**src/rtl/csel_pkg.sv**
```systemverilog
// Shared defaults and the candidate-result record for the carry-select subtractor.
package csel_pkg;
    localparam int WIDTH_DEFAULT = 32;
    localparam int SPLIT_DEFAULT = 16;
    localparam int MAX_WIDTH     = 64;

    // Sized for the widest legal operand; narrower uses zero-extend into diff.
    typedef struct packed {
        logic [MAX_WIDTH-1:0] diff;
        logic                 borrow;
    } sub_result_t;
endpackage

```
**src/rtl/ripple_borrow_subtractor.sv**
```systemverilog
// Plain ripple-borrow subtractor: D = A - B - Bin, Bout set when A < B + Bin.
module ripple_borrow_subtractor #(
    parameter int WIDTH = 8
) (
    input  logic [WIDTH-1:0] A,
    input  logic [WIDTH-1:0] B,
    input  logic             Bin,
    output logic [WIDTH-1:0] D,
    output logic             Bout
);
    logic [WIDTH:0] borrow_chain;

    assign borrow_chain[0] = Bin;

    genvar gi;
    generate
        for (gi = 0; gi < WIDTH; gi++) begin : g_bit
            assign D[gi]              = A[gi] ^ B[gi] ^ borrow_chain[gi];
            assign borrow_chain[gi+1] = (~A[gi] & B[gi]) | (~(A[gi] ^ B[gi]) & borrow_chain[gi]);
        end
    endgenerate

    assign Bout = borrow_chain[WIDTH];
endmodule

```
**src/rtl/pipelined_csel_subtractor.sv**
```systemverilog
// Two-stage carry-select subtractor with valid/ready flow control on both sides.
// Stage 1 resolves the low block and both upper candidates; stage 2 selects and flags.
module pipelined_csel_subtractor
    import csel_pkg::*;
#(
    parameter int WIDTH = WIDTH_DEFAULT,
    parameter int SPLIT = SPLIT_DEFAULT
) (
    input  logic             clk,
    input  logic             rst_n,
    input  logic             in_valid,
    output logic             in_ready,
    input  logic [WIDTH-1:0] A,
    input  logic [WIDTH-1:0] B,
    input  logic             Bin,
    output logic             out_valid,
    input  logic             out_ready,
    output logic [WIDTH-1:0] D,
    output logic             Bout,
    output logic             V,
    output logic             Z
);
    localparam int UW = WIDTH - SPLIT;

    logic [SPLIT-1:0] lo_d;
    logic             lo_b;
    logic [UW-1:0]    hi0_d;
    logic             hi0_b;
    logic [UW-1:0]    hi1_d;
    logic             hi1_b;

    // Borrow-in enters the low chain directly; the upper block is computed both ways.
    ripple_borrow_subtractor #(.WIDTH(SPLIT)) u_lo (
        .A    (A[SPLIT-1:0]),
        .B    (B[SPLIT-1:0]),
        .Bin  (Bin),
        .D    (lo_d),
        .Bout (lo_b)
    );

    ripple_borrow_subtractor #(.WIDTH(UW)) u_hi0 (
        .A    (A[WIDTH-1:SPLIT]),
        .B    (B[WIDTH-1:SPLIT]),
        .Bin  (1'b0),
        .D    (hi0_d),
        .Bout (hi0_b)
    );

    ripple_borrow_subtractor #(.WIDTH(UW)) u_hi1 (
        .A    (A[WIDTH-1:SPLIT]),
        .B    (B[WIDTH-1:SPLIT]),
        .Bin  (1'b1),
        .D    (hi1_d),
        .Bout (hi1_b)
    );

    logic             s1_valid_reg;
    logic             s2_valid_reg;
    logic [SPLIT-1:0] s1_lo_d_reg;
    logic             s1_lo_b_reg;
    logic [UW-1:0]    s1_hi0_d_reg;
    logic             s1_hi0_b_reg;
    logic [UW-1:0]    s1_hi1_d_reg;
    logic             s1_hi1_b_reg;
    logic             s1_a_sign_reg;
    logic             s1_b_sign_reg;

    logic s2_load;
    logic in_fire;
    logic s2_fire;

    // Stage 2 accepts when empty or draining this cycle; stage 1 follows the same rule.
    assign s2_load   = !s2_valid_reg || out_ready;
    assign in_ready  = !s1_valid_reg || s2_load;
    assign in_fire   = in_valid && in_ready;
    assign s2_fire   = s2_load && s1_valid_reg;
    assign out_valid = s2_valid_reg;

    always_ff @(posedge clk or negedge rst_n) begin
        if (!rst_n) begin
            s1_valid_reg <= 1'b0;
            s2_valid_reg <= 1'b0;
        end else begin
            if (in_ready) begin
                s1_valid_reg <= in_valid;
            end
            if (s2_load) begin
                s2_valid_reg <= s1_valid_reg;
            end
        end
    end

    always_ff @(posedge clk) begin
        if (in_fire) begin
            s1_lo_d_reg   <= lo_d;
            s1_lo_b_reg   <= lo_b;
            s1_hi0_d_reg  <= hi0_d;
            s1_hi0_b_reg  <= hi0_b;
            s1_hi1_d_reg  <= hi1_d;
            s1_hi1_b_reg  <= hi1_b;
            s1_a_sign_reg <= A[WIDTH-1];
            s1_b_sign_reg <= B[WIDTH-1];
        end
    end

    sub_result_t      sel_hi;
    logic [WIDTH-1:0] d_next;
    logic             v_next;
    logic             z_next;

    always_comb begin
        sel_hi        = '0;
        sel_hi.diff   = {{(MAX_WIDTH-UW){1'b0}}, (s1_lo_b_reg ? s1_hi1_d_reg : s1_hi0_d_reg)};
        sel_hi.borrow = s1_lo_b_reg ? s1_hi1_b_reg : s1_hi0_b_reg;
    end

    // The zero-extended upper field keeps the Z reduction honest across the whole record.
    assign d_next = {sel_hi.diff[UW-1:0], s1_lo_d_reg};
    assign v_next = (s1_a_sign_reg != s1_b_sign_reg) && (sel_hi.diff[UW-1] != s1_a_sign_reg);
    assign z_next = (sel_hi.diff == '0) && (s1_lo_d_reg == '0);

    always_ff @(posedge clk or negedge rst_n) begin
        if (!rst_n) begin
            D    <= '0;
            Bout <= 1'b0;
            V    <= 1'b0;
            Z    <= 1'b0;
        end else if (s2_fire) begin
            D    <= d_next;
            Bout <= sel_hi.borrow;
            V    <= v_next;
            Z    <= z_next;
        end
    end
endmodule

```
**config.mk**
```make
export PLATFORM = sky130hd
export DESIGN_NAME = pipelined_csel_subtractor
export DESIGN_NICKNAME = d
export VERILOG_FILES = /design/src/rtl/csel_pkg.sv /design/src/rtl/ripple_borrow_subtractor.sv /design/src/rtl/pipelined_csel_subtractor.sv
export SDC_FILE = /design/constraint.sdc
export NUM_CORES = 1
export LEC_CHECK = 0
export BUFFER_PORTS_ARGS = -buffer_cell sky130_fd_sc_hd__clkbuf_2
export CAP_MARGIN = 20
export CORE_ASPECT_RATIO = 0.7
export CORE_UTILIZATION = 45
export CTS_CLUSTER_DIAMETER = 40
export DETAILED_ROUTE_END_ITERATION = 10
export PLACE_DENSITY = 0.68
export SYNTH_ARGS = -nofsm -noshare
export SYNTH_HDL_FRONTEND = slang
export SYNTH_HIERARCHICAL = 1
export SYNTH_SLANG_ARGS = --single-unit
```
**constraint.sdc**
```tcl
create_clock -name clk -period 2.7 [get_ports clk]
set_clock_uncertainty 0.2 [all_clocks]
set_input_delay 0 -clock clk [delete_from_list [all_inputs] [get_ports clk]]
set_output_delay 0 -clock clk [all_outputs]
set_load 0.03 [all_outputs]
```
# [Word-level counts from Yosys, hierarchy flattened]
# Cells that the tools add are included.
# W data, S select, Z words.
[totals] in_bits=69 word_cells=295 register_bits=90 output_inout_bits=37
[classes] muxes=2 n_reduce_logical=10 bitwise_logic=267 eq_ne=2
[ops] operator="$and A1 B1 Y1" count=78
[ops] operator="$xor A1 B1 Y1" count=78
[ops] operator="$logic_not A64 Y1" count=1
[ops] operator="$not A1 Y1" count=64
[ops] operator="$or A1 B1 Y1" count=47
[ops] operator="$logic_not A16 Y1" count=1
[ops] operator="$mux W16" count=1
[ops] operator="$logic_and A1 B1 Y1" count=4
[ops] operator="$logic_not A1 Y1" count=2
[ops] operator="$logic_or A1 B1 Y1" count=2
[ops] operator="$ne A1 B1 Y1" count=2
[ops] operator="$mux W1" count=1

# [Logic depth before layout (Yosys ltp)]
[logic_depth] ltp_word=34 depth_mapped=20 ltp_nobuf=20

# [Cells and area by module]
# The synthesis kept the hierarchy.
[modules_own_cells] module="pipelined_csel_subtractor" cells_each=202 n_inst=1 seq_area_each_um2=2517.4 area_each_um2=3305.7
[modules_own_cells] module="ripple_borrow_subtractor" cells_each=50 n_inst=3 seq_area_each_um2=0.0 area_each_um2=447.9

# [Worst setup path after synthesis]
# OpenSTA, ideal clock, no wires.
[synth_path] path_type="input port to flip-flop" startpoint="in B[0]" endpoint="reg s1_lo_d_reg[15], data pin" setup_ps=269 setup_slack_ps=-3752 t_required_ps=2231 stages=19 n_path_buf=0 arrival_ps=5983 path_cell_list="inv_1 > fa_1 > inv_1 > fa_1 > fa_1 > fa_1 > fa_1 > fa_1 > fa_1 > fa_1 > fa_1 > fa_1 > fa_1 > fa_1 > fa_1 > fa_1 > fa_1 > inv_1 > fa_1"
[synth_via] elab_chain_len=33 elab_cells_between_ends=34 classes_between="bitwise: 34"
[synth_rtl] item="start: declaration" line="pipelined_csel_subtractor.sv:14" source="input logic [WIDTH-1:0] B,"
[synth_rtl] item="$xor A1 B1 Y1" line="ripple_borrow_subtractor.sv:19" source="assign borrow_chain[gi+1] = (~A[gi] & B[gi]) | (~(A[gi] ^ B[gi]) & borrow_chain[gi]);"
[synth_rtl] item="$not A1 Y1" line="ripple_borrow_subtractor.sv:19"
[synth_rtl] item="$and A1 B1 Y1" line="ripple_borrow_subtractor.sv:19"
[synth_rtl] item="$or A1 B1 Y1 *" line="ripple_borrow_subtractor.sv:19"
[synth_rtl] item="$and A1 B1 Y1 *" line="ripple_borrow_subtractor.sv:19"
[synth_rtl] item="$or A1 B1 Y1 *" line="ripple_borrow_subtractor.sv:19"
[synth_rtl] item="$and A1 B1 Y1 *" line="ripple_borrow_subtractor.sv:19"
[synth_rtl] item="$or A1 B1 Y1 *" line="ripple_borrow_subtractor.sv:19"
[synth_rtl] item="(+18 left out)"
[synth_rtl] item="$and A1 B1 Y1 *" line="ripple_borrow_subtractor.sv:19"
[synth_rtl] item="$or A1 B1 Y1 *" line="ripple_borrow_subtractor.sv:19"
[synth_rtl] item="$and A1 B1 Y1 *" line="ripple_borrow_subtractor.sv:19"
[synth_rtl] item="$or A1 B1 Y1 *" line="ripple_borrow_subtractor.sv:19"
[synth_rtl] item="$and A1 B1 Y1 *" line="ripple_borrow_subtractor.sv:19"
[synth_rtl] item="$or A1 B1 Y1 *" line="ripple_borrow_subtractor.sv:19"
[synth_rtl] item="$xor A1 B1 Y1 *" line="ripple_borrow_subtractor.sv:18" source="assign D[gi] = A[gi] ^ B[gi] ^ borrow_chain[gi];"
[synth_rtl] item="via lo_d[15]" line="pipelined_csel_subtractor.sv:25" source="logic [SPLIT-1:0] lo_d;"
[synth_rtl] item="end signal: assignment" line="pipelined_csel_subtractor.sv:95" source="s1_lo_d_reg <= lo_d;"
[synth_rtl] item="end: declaration" line="pipelined_csel_subtractor.sv:59" source="logic [SPLIT-1:0] s1_lo_d_reg;"
# Mark *: on every way through the listed nets, which the timed path passes. The rest lies on a longest branch.
# A chain may end at the register's enable or synchronous reset.

# [Final worst setup path]
[layout_path] startpoint="in B[16]" endpoint="reg s1_hi0_d_reg[15], data pin"
[layout_via] elab_chain_len=30
[layout_rtl] item="$and A1 B1 Y1 (2 in a row)" line="ripple_borrow_subtractor.sv:19"
[layout_rtl] item="$or A1 B1 Y1" line="ripple_borrow_subtractor.sv:19"
[layout_rtl] item="$and A1 B1 Y1" line="ripple_borrow_subtractor.sv:19"
[layout_rtl] item="$or A1 B1 Y1" line="ripple_borrow_subtractor.sv:19"
[layout_rtl] item="$and A1 B1 Y1" line="ripple_borrow_subtractor.sv:19"
[layout_rtl] item="$or A1 B1 Y1" line="ripple_borrow_subtractor.sv:19"
[layout_rtl] item="$and A1 B1 Y1" line="ripple_borrow_subtractor.sv:19"
[layout_rtl] item="$or A1 B1 Y1" line="ripple_borrow_subtractor.sv:19"
[layout_rtl] item="(+14 left out)"
[layout_rtl] item="$and A1 B1 Y1" line="ripple_borrow_subtractor.sv:19"
[layout_rtl] item="$or A1 B1 Y1" line="ripple_borrow_subtractor.sv:19"
[layout_rtl] item="$and A1 B1 Y1" line="ripple_borrow_subtractor.sv:19"
[layout_rtl] item="$or A1 B1 Y1" line="ripple_borrow_subtractor.sv:19"
[layout_rtl] item="$and A1 B1 Y1" line="ripple_borrow_subtractor.sv:19"
[layout_rtl] item="$or A1 B1 Y1" line="ripple_borrow_subtractor.sv:19"
[layout_rtl] item="$xor A1 B1 Y1" line="ripple_borrow_subtractor.sv:18"
[layout_rtl] item="via hi0_d[15]" line="pipelined_csel_subtractor.sv:27" source="logic [UW-1:0] hi0_d;"
[layout_rtl] item="end signal: assignment" line="pipelined_csel_subtractor.sv:97" source="s1_hi0_d_reg <= hi0_d;"
[layout_rtl] item="end: declaration" line="pipelined_csel_subtractor.sv:61" source="logic [UW-1:0] s1_hi0_d_reg;"
# The timed path passes the listed nets, and every way through them passes these cells.

==> impl_metrics.env <==
export IMPL_share_comb_of_total_power_pct=25.4
export IMPL_largest_register="D"
export IMPL_tightestPinTransition_ns=0.975
export IMPL_dieWidth_um=123
export IMPL_switching_share_pct=30.7
export IMPL_floorplan_core_area_sq_mm=0.00987
export IMPL_design_die_area_sq_mm=0.0107
export IMPL_ys_warn_count=6
export IMPL_power_density_mw_per_mm2=676
export IMPL_synth_cell_area_sq_mm=0.00465
export IMPL_grt_max_degree=38
export IMPL_number_of_antenna_violations_at_the_first_check_in_global_routing=0
export IMPL_critPathArrivalTime_ns=5.83
export IMPL_finalPower_mw=4.08
export IMPL_post_cts_hold_fix_bufs=24
export IMPL_number_of_post_cts_setup_repair_buffers=0
export IMPL_pwr_share_clk_pct=29.4
export IMPL_vdd_ir_drop_max_v=0.000402
export IMPL_critPathMaxFanout=2
export IMPL_number_of_setup_violations_in_the_final_report=33
export IMPL_finalMaxSlewViolations=0
export IMPL_p_int_mw=2.82
export IMPL_worstSkewPairLatency_ns=0.33
export IMPL_hold_violations=12
export IMPL_design_final_nets=605
export IMPL_mappedNetlistNets=469
export IMPL_floorplan_initialDensity_pct=47.1
export IMPL_syn_to_final_growth_pct=29.7
export IMPL_critPathCaptureType="register"
export IMPL_number_of_antenna_diodes=0
export IMPL_globalRouteOverflowTotal=0
export IMPL_vias=2819
export IMPL_synth_seq_cells=90
export IMPL_wire_per_inst_um=14.0
export IMPL_initial_drc_count=107
export IMPL_max_ffs_per_register=32
export IMPL_criticalPathCategory="primary input to register"
export IMPL_cts_tree="built"
export IMPL_cp_data_required_time_ns=2.57
export IMPL_clock_sinks=90
export IMPL_cts_clk_slew_worst_paths_ns=0.06
export IMPL_detail_route_wirelength_um=8690
export IMPL_timing_critical_path_from_type="primary input"
export IMPL_run_status="complete, but fails checks"
export IMPL_post_synthesis_average_cell_area_sq_um=13.2
export IMPL_drc=0
export IMPL_via_to_cell_ratio=4.54
export IMPL_hpwl_um=7010
export IMPL_clockRootBuffer="clkbuf_16"
export IMPL_power_switching_mw=1.25
export IMPL_final_area_sq_mm=0.00603
export IMPL_timing_final_crit_period_ns=5.96
export IMPL_total_placed_instance_area_sq_mm=0.00545
export IMPL_antenna_violating_nets_post_route=0
export IMPL_groute_usage_overall_pct=17.7
export IMPL_post_route_cells_drive_above_1_share_pct=45.0
export IMPL_htreeDepth=3
export IMPL_drv_cap=0
export IMPL_fp_dieH_um=87.0
export IMPL_layout_worst_path_cycle_share_pct=221
export IMPL_clock_path_buffers=2
export IMPL_hold_ws_ns=-0.0457
export IMPL_timing_fmax_ghz=0.168
export IMPL_grt_pass1_vias=2848
export IMPL_placement_rows=30
export IMPL_seq_power_share_pct=45.2
export IMPL_postLayoutSetupSlackWorst_ns=-3.26
export IMPL_grt_first_pass_wirelength_um=13900
export IMPL_failed_checks="negative hold slack, negative setup slack"
export IMPL_netlist_instances=352
export IMPL_grt_setup_unrepaired="true"
export IMPL_holdCritPathClass="primary input to register"
export IMPL_place_congestion=0.768
export IMPL_drt_pass_1_iters=4
export IMPL_cts_buffers=9
export IMPL_timing_max_slew_rel_slack_pct=35.0
export IMPL_yosys_cell_types_count=30
export IMPL_total_leakage_power_nw=2.78
export IMPL_synth_seq_area_share_pct=54.1
export IMPL_top_level_port_count=106
export IMPL_io_buffer_count=105
==> synth_stat cells (all sizes together) <==
library cell	count	share of area [%]
fa	48	21
nand3b	1	0.16
nor4	9	1.2
buf	7	1.4
edfxtp	53	34
a32o	1	0.22
nand2	20	1.7
clkbuf	1	0.081
inv	103	8.3
dfrtp	37	20
a21oi	1	0.11
a21boi	1	0.16
a22oi	2	0.32
and2	1	0.13
nand3	3	0.32
nor3	3	0.43
nor2b	1	0.13
nand2b	3	0.46
nor2	4	0.32
o21ai	18	1.9
mux2i	17	3.7
conb	2	0.16
mux2	16	3.9
==> logic make-up (layout without fill, tap and decap cells) <==
kind of cell / after synthesis / in the layout / share of synthesized area (%)
AO/OA/AOI/OAI: 23 / 23 / 2.74
adder cells (fa/ha/maj): 48 / 48 / 20.7
buffers and inverters: 111 / 252 / 9.82
flip-flops: 90 / 90 / 54.1
multiplexers: 33 / 33 / 7.62
other: 2 / 2 / 0.162
AND/OR/NAND/NOR: 45 / 45 / 4.84
==> cell usage in the layout (no fill, tap or decap), types with 3 or more instances in the layout <==
cell / netlist / layout
dfrtp_1: 37 / 37
buf_4: 1 / 4
inv_2: 0 / 26
nor4_1: 9 / 9
clkbuf_2: 0 / 103
nor2_1: 4 / 4
inv_12: 0 / 3
nand3_1: 3 / 3
o21ai_0: 18 / 18
mux2i_1: 16 / 16
clkbuf_16: 0 / 12
fa_2: 0 / 46
mux2_2: 16 / 16
nand2_1: 19 / 19
dlygate4sd3_1: 0 / 24
inv_1: 103 / 73
edfxtp_1: 53 / 53
==> worst max-delay path: stages <==
cell and delay (ns):
clkbuf_16 0.15, inv_12 0.05, fa_2 0.18, inv_2 0.04
fa_2 0.34, fa_2 0.39, fa_2 0.37, fa_2 0.35
fa_2 0.35, fa_2 0.35, fa_2 0.36, fa_2 0.34
fa_2 0.35, fa_2 0.35, fa_2 0.34, fa_2 0.35
fa_2 0.35, fa_2 0.34, inv_2 0.06, fa_1 0.41
==> final timing paths <==
| check | from | endpoint | slack [ns] | depth (start not counted) |
|---|---|---|---|---|
| setup / recovery | B[16] | s1_hi0_d_reg[15] | -3.26 | 20 |
| setup reg to reg | s1_lo_b_reg | Z | 0.80 | 4 |
| min in group asynchronous | rst_n | D[4] | 0.16 | 2 |
| hold reg to reg | D[25] | D[25] | 0.28 | 2 |
| hold / removal | B[6] | s1_lo_d_reg[6] | -0.05 | 3 |
| max in group asynchronous | rst_n | D[16] | 1.54 | 2 |
==> stage by stage <==
stage	setup WS [ns]	std cells	utilization (%)	hold WS, ns	setup TNS, ns
floorplan	-3.21	352	-	-0.496	-61.79
global placement	-3.61	581	55.2	-0.000963	-74.42
detailed placement	-3.76	581	55.2	0.00975	-76.73
CTS	-3.25	621	61.1	-0.0602	-60.44
global route	-3.37	621	61.1	-0.0555	-63.08
finish	-3.26	621	61.1	-0.0457	-60.39
==> layer usage <==
layer | vias up | routed length (um) | global-route usage, %
met2 | 70 | 4230 | 28.6
li1 | 1368 | - | -
met5 | - | 0 | 0
met1 | 1371 | 3940 | 23.8
met3 | 10 | 404 | 5.10
met4 | 0 | 107 | 4.60
==> power groups by stage <==
stage / logic (mW) / registers, mW / clock network, mW
3_3_place_gp: 0.936 / 1.86 / 0
5_1_grt: 1.15 / 1.87 / 1.28
2_1_floorplan: 0.400 / 2.07 / 0
6_report: 1.04 / 1.84 / 1.20
3_5_place_dp: 0.974 / 1.87 / 0
4_1_cts: 1.05 / 1.85 / 1.23
==> area by class of cell <==
cell class	instances	area, sq um
Fill cell	802	3840
Sequential cell	90	2520
Multi-Input combinational cell	151	1790
Timing Repair Buffer	133	836
Inverter	103	427
Clock buffer	10	250
Tap cell	128	160
Clock inverter	6	47.5
==> repair_timing <==
item | in CTS | in global routing
pin swaps | 4 | 1
setup endpoints to repair | 33 | 33
gates resized for setup | 16 | 11
hold endpoints to repair | 80 | 7
cloned | 0 | 0
(Power assumes the default switching activity.)
